File: src/rtl/bus_master_if_pkg.sv
// Shared bus definitions for the core-side bus master: widths, active-low
// levels, transfer direction values and master FSM state encodings.
`timescale 1ns/1ps
package bus_master_if_pkg;

  localparam int ADDR_W = 30;
  localparam int DATA_W = 32;

  // Bus handshake lines are active-low
  localparam logic ENABLE_  = 1'b0;
  localparam logic DISABLE_ = 1'b1;

  localparam logic READ  = 1'b1;
  localparam logic WRITE = 1'b0;

  localparam logic [1:0] S_IDLE   = 2'd0;
  localparam logic [1:0] S_REQ    = 2'd1;
  localparam logic [1:0] S_ACCESS = 2'd2;
  localparam logic [1:0] S_STALL  = 2'd3;

  typedef struct packed {
    logic              rw;
    logic [ADDR_W-1:0] addr;
    logic [DATA_W-1:0] wr_data;
  } bus_cmd_t;

  localparam bus_cmd_t CMD_RESET = '{rw: READ, addr: '0, wr_data: '0};

  function automatic logic is_active(input logic level_);
    return level_ == ENABLE_;
  endfunction

endpackage

File: src/rtl/bus_master_if.sv
// Core-side bus master: requests the shared bus, issues one strobed access,
// returns read data to the core and aborts with an error pulse on timeout.
`timescale 1ns/1ps
module bus_master_if
  import bus_master_if_pkg::*;
#(
  parameter int TIMEOUT = 255
) (
  input  logic              clk,
  input  logic              reset,
  input  logic              cpu_req,
  input  logic              cpu_rw,
  input  logic [ADDR_W-1:0] cpu_addr,
  input  logic [DATA_W-1:0] cpu_wr_data,
  input  logic              cpu_stall,
  input  logic              cpu_flush,
  output logic [DATA_W-1:0] cpu_rd_data,
  output logic              cpu_busy,
  output logic              cpu_err,
  output logic              bus_req_,
  input  logic              bus_grnt_,
  output logic              bus_as_,
  output logic              bus_rw,
  output logic [ADDR_W-1:0] bus_addr,
  output logic [DATA_W-1:0] bus_wr_data,
  input  logic [DATA_W-1:0] bus_rd_data,
  input  logic              bus_rdy_
);

  localparam logic [7:0] TIMEOUT_LAST = 8'(TIMEOUT - 1);

  logic [1:0]        r_state;
  bus_cmd_t          r_cmd;
  logic              r_bus_req_;
  logic              r_bus_as_;
  logic [DATA_W-1:0] r_rd_buf;
  logic [7:0]        r_cnt;
  logic              r_cpu_err;

  logic              w_grnt;
  logic              w_rdy;
  logic              w_accept;
  logic              w_busy;
  logic [DATA_W-1:0] w_rd_data;

  assign w_grnt = is_active(bus_grnt_);
  assign w_rdy  = is_active(bus_rdy_);

  // The error cycle doubles as the mandatory idle gap, so nothing is taken then
  assign w_accept = (r_state == S_IDLE) && cpu_req && !cpu_flush && !r_cpu_err;

  // NOTE: state registers use non-blocking assignments so every flop samples
  // pre-edge values regardless of statement order inside the block.
  always_ff @(posedge clk) begin
    if (reset) begin
      r_state    <= S_IDLE;
      r_cmd      <= CMD_RESET;
      r_bus_req_ <= DISABLE_;
      r_bus_as_  <= DISABLE_;
      r_rd_buf   <= '0;
      r_cnt      <= '0;
      r_cpu_err  <= 1'b0;
    end else begin
      r_bus_as_ <= DISABLE_;
      r_cpu_err <= 1'b0;
      case (r_state)
        S_IDLE: begin
          if (w_accept) begin
            r_cmd      <= '{rw: cpu_rw, addr: cpu_addr, wr_data: cpu_wr_data};
            r_bus_req_ <= ENABLE_;
            r_state    <= S_REQ;
          end
        end
        S_REQ: begin
          if (cpu_flush) begin
            r_bus_req_ <= DISABLE_;
            r_state    <= S_IDLE;
          end else if (w_grnt) begin
            r_bus_as_ <= ENABLE_;
            r_cnt     <= '0;
            r_state   <= S_ACCESS;
          end
        end
        S_ACCESS: begin
          if (w_rdy) begin
            if (r_cmd.rw == READ) r_rd_buf <= bus_rd_data;
            r_bus_req_ <= DISABLE_;
            r_state    <= cpu_stall ? S_STALL : S_IDLE;
          end else if (r_cnt == TIMEOUT_LAST) begin
            r_cpu_err  <= 1'b1;
            r_bus_req_ <= DISABLE_;
            r_state    <= S_IDLE;
          end else begin
            r_cnt <= r_cnt + 8'd1;
          end
        end
        S_STALL: begin
          if (!cpu_stall) r_state <= S_IDLE;
        end
        default: r_state <= S_IDLE;
      endcase
    end
  end

  // NOTE: defaults first so no path through the case leaves an output
  // unassigned, which would otherwise infer a latch.
  always_comb begin
    w_busy    = 1'b0;
    w_rd_data = '0;
    case (r_state)
      S_IDLE:   w_busy = w_accept;
      S_REQ:    w_busy = 1'b1;
      S_ACCESS: begin
        w_busy = !w_rdy;
        if (w_rdy) w_rd_data = bus_rd_data;
      end
      S_STALL:  w_rd_data = r_rd_buf;
      default:  w_busy = 1'b0;
    endcase
  end

  assign cpu_busy    = w_busy;
  assign cpu_rd_data = w_rd_data;
  assign cpu_err     = r_cpu_err;
  assign bus_req_    = r_bus_req_;
  assign bus_as_     = r_bus_as_;
  assign bus_rw      = r_cmd.rw;
  assign bus_addr    = r_cmd.addr;
  assign bus_wr_data = r_cmd.wr_data;

endmodule

File: config.mk
export PLATFORM = sky130hd
export DESIGN_NAME = bus_master_if
export DESIGN_NICKNAME = d
export VERILOG_FILES = /design/src/rtl/bus_master_if_pkg.sv /design/src/rtl/bus_master_if.sv
export SDC_FILE = /design/constraint.sdc
export NUM_CORES = 1
export LEC_CHECK = 0
export ABC_AREA = 1
export CORE_AREA = 2 2 126 128
export DETAILED_ROUTE_END_ITERATION = 10
export DIE_AREA = 0 0 128 130
export MAX_ROUTING_LAYER = met4
export PLACE_DENSITY_LB_ADDON = 0.25
export SYNTH_ARGS = -nofsm -noshare
export SYNTH_HDL_FRONTEND = slang
export SYNTH_SLANG_ARGS = --single-unit
File: constraint.sdc
create_clock -name clk -period 3.1 [get_ports clk]
set_clock_uncertainty 0.05 [all_clocks]
set_input_delay 0.62 -clock clk [delete_from_list [all_inputs] [get_ports clk]]
set_output_delay 0.62 -clock clk [all_outputs]
set_load 0.005 [all_outputs]
==> results_tabular.tex, run 1 <==
\begin{tabular}{lr}
\hline
Metric & Value \\
\hline
\multicolumn{2}{l}{\textbf{Yosys}} \\
Mean post-synth cell area & around 7.3 um2 \\
Net Count, Synth & 725 \\
Cell type with the highest aggregate area in the netlist & dfxtp\_1 \\
Portion of the post-synthesis area used by sequential elements & 47.9\% \\
Number of synthesized flops with an enable pin & 0 \\
Number of unique standard cell types used by synthesis & 25 \\
Top cells by area in the synthesized netlist & dfxtp\_1 (48\%), nor2\_1 (12\%), o21ai\_0 (11\%) \\
Most instantiated library cell after synthesis & nor2\_1 \\
Async set or reset register ratio after synthesis & 0\% \\
Synthesis-stage register bit count & 108 \\
List of most frequent post-synthesis cells & nor2\_1 (141), dfxtp\_1 (108), o21ai\_0 (99) \\
Most instantiated flip-flop cell in the synthesis netlist & dfxtp\_1 \\
Count of synthesis-stage warnings from yosys & 0 \\
Share of the synthesized area in the top cell type & between 40\% and 50\% \\
Gate count after technology mapping & 616 \\
Synth Cell Area & 4510 um2 \\
\multicolumn{2}{l}{\textbf{STA}} \\
Sum of negative setup slack & 0 ns \\
Final-report setup violation count & 0 \\
Hold slack final & 0.398 ns \\
Final period util & 89.9\% \\
Setup repair after global routing missed its margin & false \\
Peak clock frequency supported by timing & between 300 and 400 MHz \\
Least-Margin Pin Slew & 0.695 ns \\
Min Clock Period, post-route & about 2.8 ns \\
Hold violation count in the final report & 0 \\
Final-report max-slew violation count & 0 \\
Relative slew slack & 53.6\% \\
\multicolumn{2}{l}{\textbf{Setup path}} \\
Arrival time worst endpoint & 2.12 ns \\
Critical Path End Type & output pin \\
Number of cells on the worst reg-to-reg path & 9 \\
Maximum fanout count along the critical path & 34 \\
Startpoint types & flip-flop \\
Worst-path cell chain & inv\_1 -> ha\_1 -> inv\_6 -> nor2\_4 -> buf\_12 -> nand2\_1 -> o21ai\_0 -> clkdlybuf4s50\_1 \\
Required time at the worst-slack endpoint & 2.43 ns \\
Worst setup slack for register-to-register paths & 1.09 ns \\
FF-to-FF End & r\_state[0] \\
Startpoint of the most critical register-to-register path & r\_state[0] \\
CP max stage delay & 0.55 ns \\
Critical-path cell with the highest stage delay & clkdlybuf4s50\_1 \\
Path type of the worst setup path & flip-flop to output pin \\
\multicolumn{2}{l}{\textbf{Die}} \\
Number of I/O pins & 201 \\
Standard cell core area & around 15000 um2 \\
Die X-Extent & 128 um \\
Number of placement rows & 46 \\
Area of the die & between 15000 and 20000 um2 \\
DIE HEIGHT & 130 um \\
Initial Util & 29.2\% \\
\multicolumn{2}{l}{\textbf{Drt}} \\
Routed Antenna Nets & 0 \\
Remaining design rule violation count & 0 \\
Routed WL & 12.4 mm \\
Drt initial violations & 230 \\
Post-detailed-route wirelength per cell & 12.5 um \\
Detailed Routing Iterations Pass 1 & 4 \\
Detailed-route via count & 4373 \\
Vias per cell & 4.39 \\
\multicolumn{2}{l}{\textbf{Cells and area}} \\
Layout Utilization & between 40 and 50\% \\
Post-layout nets & roughly 900 \\
Fraction of final layout cells sized beyond drive strength 1 & a little under 6\% \\
Count of placed standard cells in the final layout, fillers left out & 997 \\
Layout-stage area growth over the synthesis result & 54.2\% \\
Filler cells & 1572 \\
Number of antenna cells inserted & 0 \\
\multicolumn{2}{l}{\textbf{Worst hold path}} \\
HP Start & r\_rd\_buf[2] \\
Type of the tightest min-delay check & flip-flop to flip-flop \\
Hold Path Cell Cnt & 2 \\
Hold-critical path endpoint & r\_rd\_buf[2] \\
\multicolumn{2}{l}{\textbf{Global route}} \\
Via count of the first global-routing pass & between 3000 and 4000 \\
Global router's overall resource usage & 15.1\% \\
Number of antenna violations at the first check in global routing & 0 \\
Largest net degree at the start of global routing & 66 \\
Global-route wire length before repair & around 19 mm \\
Sum of overflow across all layers after global routing & 0 \\
\multicolumn{2}{l}{\textbf{Clocking}} \\
Clock tree from TritonCTS & yes \\
CTS Hold Bufs & 0 \\
Buffers inserted by post-CTS timing repair & 0 \\
Insertion delay of the later-clocked pin in the worst-skew pair & 0.34 ns \\
Clock buffer depth & 2 \\
Number of clock buffers inserted by TritonCTS & 9 \\
Clock transition at the registers of the reported paths & about 0.070 ns \\
Clock Sink Count & 108 \\
CTS root buffer & clkbuf\_16 \\
Post-CTS Resized & 0 \\
Deepest level of the CTS H-tree & 3 \\
\multicolumn{2}{l}{\textbf{Placed design}} \\
Sum of net half-perimeters after detailed placement & 8.63 mm \\
Cell Count Post-Placement & 981 \\
Final weighted congestion in routability-driven placement & 0.826 \\
Number of port buffers & 200 \\
\multicolumn{2}{l}{\textbf{Status}} \\
Result of the run & finished clean \\
\multicolumn{2}{l}{\textbf{Power and ir drop}} \\
Power density over the cells & 623 nW/um2 \\
Max rail drop VDD & 0.277 mV \\
Reported leakage power & 2.56 nW \\
Post-layout power & 0.00433 W \\
\multicolumn{2}{l}{\textbf{Flow run}} \\
MaxCap Viol Count & 0 \\
\hline
\end{tabular}
[layout make-up]
cell class / count / area (um2) / share of cell area (%)
tap: 192 / 240 / 3.45
sequential: 108 / 2160 / 31.1
inverter: 52 / 200 / 2.88
timing repair buffer: 210 / 2090 / 30.0
multi-input combinational: 419 / 1980 / 28.5
clock inverter: 7 / 53.8 / 0.774
clock buffer: 9 / 225 / 3.24
[power by group]
group          switching (W)  leakage (nW)  internal [W]  total, W
combinational       0.000769          1.53      0.000761   0.00153
sequential         0.0000986         0.883       0.00162   0.00172
clock               0.000531         0.141      0.000556   0.00109
total                0.00140          2.56       0.00294   0.00433
[metrics by stage]
stage | instance area, um2 | setup slack [ns]
after floorplan | 4510 | 1.22
after global routing | 6950 | 0.116
after CTS | 6950 | 0.280
after global placement | 6680 | 0.312
after detailed placement | 6680 | 0.305
final | 6950 | 0.313
[routing by layer]
metal / routed length (um) / track usage, %
met5: 0 / -
met2: 5350 / 22.1
met3: 1060 / 4.63
met4: 216 / 6.79
met1: 5820 / 19.1
[worst max-delay path by stage]
stage	cells after the start	startpoint	end
2_1_floorplan	8	r_state[0]	cpu_rd_data[0]
3_3_place_gp	6	bus_rdy_	cpu_rd_data[15]
3_5_place_dp	6	bus_rdy_	cpu_rd_data[15]
4_1_cts	8	r_state[0]	cpu_rd_data[15]
5_1_grt	8	r_state[0]	cpu_rd_data[15]
6_report	8	r_state[0]	cpu_rd_data[20]
[flip-flops by register name (all words and copies together), names as in the netlist]
signal and cells:
bus_addr 30, bus_as_ 1, bus_req_ 1, bus_rw 1, bus_wr_data 32, cpu_err 1, r_cnt 8, r_rd_buf 32
r_state 2
[placed cells by master, fill, tap and decap left out, types with 7 or more instances in the layout]
cell	netlist	layout
a21oi_1	39	39
buf_4	0	9
clkbuf_16	0	9
clkdlybuf4s50_1	0	200
dfxtp_1	108	108
ha_1	7	7
inv_1	48	48
nand2_1	64	64
nand2_2	8	8
nand3_1	13	13
nor2_1	141	141
o21ai_0	99	99
o21ai_1	30	30
[kinds of logic (layout without fill, tap and decap cells)]
kind of cell,after synthesis,after routing,synth area share [%]
AND/OR/NAND/NOR,239,239,22.4
AO/OA/AOI/OAI,170,170,19.0
flip-flops,108,108,47.9
buffers and inverters,89,278,8.07
adder cells (fa/ha/maj),7,7,1.94
XOR/XNOR,3,3,0.583
[critical path: cells and delay by family (launching register included)]
family                   cells  cell delay, ns
AO/OA/AOI/OAI                1            0.07
adder cells (fa/ha/maj)      1            0.26
flip-flops                   1            0.34
AND/OR/NAND/NOR              2            0.16
buffers and inverters        4            0.93
(Power assumes the default switching activity.)
==> run 2, diff against run 1 <==
Settings changed: ABC_AREA 1 to unset, CORE_AREA 2 2 126 128 to 2 2 124 126, DIE_AREA 0 0 128 130 to 0 0 126 128.
==> results_tabular.tex, run 2 <==
\begin{tabular}{lr}
\hline
Metric & Value \\
\hline
\multicolumn{2}{l}{\textbf{Setup path}} \\
Path type of the worst setup path & flip-flop to output pin \\
Startpoint types & flip-flop \\
Largest delay contributor family on the critical path & buffers and inverters \\
Required time at the worst-slack endpoint & 2.43 ns \\
Critical Path End Type & output pin \\
Arrival time worst endpoint & 2.20 ns \\
CP max stage delay & 0.50 ns \\
Launch point of the critical path & r\_state[0] \\
CP bufs+invs & 3 \\
Startpoint of the most critical register-to-register path & r\_state[0] \\
Maximum fanout count along the critical path & 34 \\
Critical-path cell with the highest stage delay & clkdlybuf4s50\_1 \\
Worst-path cell chain & inv\_1 -> ha\_2 -> nor2b\_2 -> buf\_12 -> a22o\_1 -> clkdlybuf4s50\_1 \\
\multicolumn{2}{l}{\textbf{Die}} \\
Standard cell core area & 14900 um2 \\
Die X-Extent & 126 um \\
Number of placement rows & 45 \\
DIE HEIGHT & between 100 and 150 um \\
Number of I/O pins & 201 \\
Area of the die & approximately 16000 um2 \\
Initial Util & 29.4\% \\
\multicolumn{2}{l}{\textbf{STA}} \\
Peak clock frequency supported by timing & between 300 and 400 MHz \\
Least-Margin Pin Slew & $\sim$0.86 ns \\
Final-report setup violation count & 0 \\
Hold slack final & between 0.4 and 0.5 ns \\
Relative slew slack & 42.6\% \\
Final period util & approximately 93\% \\
Min setup slack post-route & $\sim$0.23 ns \\
Setup repair after global routing missed its margin & false \\
Min Clock Period, post-route & about 2.9 ns \\
Sum of negative setup slack & 0 ns \\
Final-report max-slew violation count & 0 \\
Hold violation count in the final report & 0 \\
\multicolumn{2}{l}{\textbf{Clocking}} \\
Buffers inserted by post-CTS timing repair & 0 \\
Insertion delay of the later-clocked pin in the worst-skew pair & 0.35 ns \\
CTS root buffer & clkbuf\_16 \\
Clock Sink Count & 108 \\
Deepest level of the CTS H-tree & 3 \\
Clock transition at the registers of the reported paths & 0.07 ns \\
Clock tree from TritonCTS & yes \\
Clock buffer depth & 2 \\
Number of clock buffers inserted by TritonCTS & 9 \\
\multicolumn{2}{l}{\textbf{Global route}} \\
Sum of overflow across all layers after global routing & 0 \\
Global router's overall resource usage & approximately 16\% \\
Number of antenna violations at the first check in global routing & 0 \\
Via count of the first global-routing pass & 4340 \\
Global-route wire length before repair & 20.9 mm \\
Largest net degree at the start of global routing & 70 \\
\multicolumn{2}{l}{\textbf{Yosys}} \\
Synthesis-stage register bit count & between 100 and 150 \\
List of most frequent post-synthesis cells & nand2\_1 (199), dfxtp\_1 (108), a21oi\_1 (101) \\
Most instantiated flip-flop cell in the synthesis netlist & dfxtp\_1 \\
Number of unique standard cell types used by synthesis & 38 \\
Portion of the post-synthesis area used by sequential elements & 49.4\% \\
Synth Cell Area & 4380 um2 \\
Async set or reset register ratio after synthesis & 0\% \\
Net Count, Synth & between 600 and 700 \\
Top cells by area in the synthesized netlist & dfxtp\_1 (49\%), nand2\_1 (17\%), a21oi\_1 (12\%) \\
Share of the synthesized area in the top cell type & 49.4\% \\
Gate count after technology mapping & about 560 \\
Cell type with the highest aggregate area in the netlist & dfxtp\_1 \\
Count of synthesis-stage warnings from yosys & 0 \\
Mean post-synth cell area & 7.87 um2 \\
Most instantiated library cell after synthesis & nand2\_1 \\
Number of synthesized flops with an enable pin & 0 \\
\multicolumn{2}{l}{\textbf{Cells and area}} \\
Number of antenna cells inserted & 0 \\
Highest-count cells in the layout ignoring fill and taps & clkdlybuf4s50\_1 (199), nand2\_1 (198), dfxtp\_1 (108), a21oi\_1 (101), a22o\_1 (32) \\
Most common cell after layout, fill and taps aside & clkdlybuf4s50\_1 \\
Post-layout nets & 840 \\
Multi-input gate area & 2030 um2 \\
Layout-stage area growth over the synthesis result & 56.9\% \\
Fraction of final layout cells sized beyond drive strength 1 & 3.94\% \\
Sequential cell area & 2160 um2 \\
Filler cells & 1461 \\
\multicolumn{2}{l}{\textbf{Power and ir drop}} \\
Reported leakage power & 2.38 nW \\
Power density over the cells & $\sim$470 nW/um2 \\
Post-layout power & 0.00320 W \\
Switching Fraction & a little under a quarter \\
Clk network pwr share & 39.8\% \\
Max rail drop VDD & 0.222 mV \\
Net switching power & 0.000757 W \\
Cell internal pwr & 0.00244 W \\
Seq pwr share & 45.9\% \\
Relative contribution of combinational cells to total power & between 10\% and 20\% \\
\multicolumn{2}{l}{\textbf{Drt}} \\
Detailed-route via count & 4470 \\
Post-detailed-route wirelength per cell & 14.0 um \\
Routed WL & 12.9 mm \\
Detailed Routing Iterations Pass 1 & 4 \\
Remaining design rule violation count & 0 \\
Routed Antenna Nets & 0 \\
Vias per cell & slightly below 5 \\
Drt initial violations & 168 \\
\multicolumn{2}{l}{\textbf{Worst hold path}} \\
HP Start & bus\_addr[28] \\
Type of the tightest min-delay check & flip-flop to flip-flop \\
\multicolumn{2}{l}{\textbf{Placed design}} \\
Sum of net half-perimeters after detailed placement & 9.17 mm \\
Dpl ws & 0.248 ns \\
Number of port buffers & 200 \\
Final weighted congestion in routability-driven placement & approximately 0.83 \\
\multicolumn{2}{l}{\textbf{Flow run}} \\
MaxCap Viol Count & 0 \\
\multicolumn{2}{l}{\textbf{Status}} \\
Result of the run & finished clean \\
\hline
\end{tabular}
## run 2: worst min-delay path, delay by kind of cell, from the launching register on
| kind | cells | cell delay (ns) |
|---|---|---|
| AOI/OAI and AO/OA | 1 | 0.05 |
| DFF | 1 | 0.31 |
| and+or+nand+nor | 1 | 0.05 |
## run 2: final cells by class
class / count / share of cell area, %
Sequential cell: 108 / 31.5
Timing Repair Buffer: 208 / 30.4
Multi-Input combinational cell: 398 / 29.6
Clock buffer: 10 / 3.48
Tap cell: 188 / 3.43
Clock inverter: 6 / 1.37
Inverter: 6 / 0.328
## run 2: worst paths after layout
path | slack, ns | cells past startpoint | endpoint
worst min register to register | 0.40 | 2 | bus_addr[28]
worst min-delay path | 0.40 | 2 | bus_addr[28]
worst max register to register | 0.88 | 8 | r_rd_buf[9]
worst max-delay path | 0.23 | 6 | cpu_rd_data[29]
## run 2: power groups by stage
stage                     logic (W)  registers, W  clock network (W)
after floorplan            0.000164       0.00150                  0
after global placement     0.000457       0.00150                  0
after detailed placement   0.000460       0.00150                  0
after CTS                  0.000463       0.00147            0.00131
after global routing       0.000501       0.00148            0.00137
final                      0.000456       0.00147            0.00127
## run 2: per-stage QoR
stage	instance area, um2	util [%]	std cells
floorplan	4380	-	556
detailed placement	6530	43.9	908
finish	6870	46.2	924
global route	6870	46.2	924
global placement	6530	43.9	908
CTS	6860	46.2	924
## run 2: what timing repair did
| action | CTS | global route |
|---|---|---|
| hold buffers | 0 | 0 |
| endpoints found under the setup margin | 0 | 32 |
| gates resized for setup | 0 | 1 |
## run 2: layer usage
layer	vias up	track usage, %	share of wire (%)
met2	170	25.7	46
met4	0	6.27	1.5
met3	16	5.22	8.3
li1	2230	-	-
met1	2054	19.2	44
met5	-	-	0
## run 2: cell families after synthesis
logic type	count (synthesis)	share of synthesized area, %
adders and majority gates	7	2.00
AOI/OAI and AO/OA	154	21.6
buffers and inverters	50	4.40
and+or+nand+nor	236	22.4
muxes	1	0.229
DFF	108	49.4
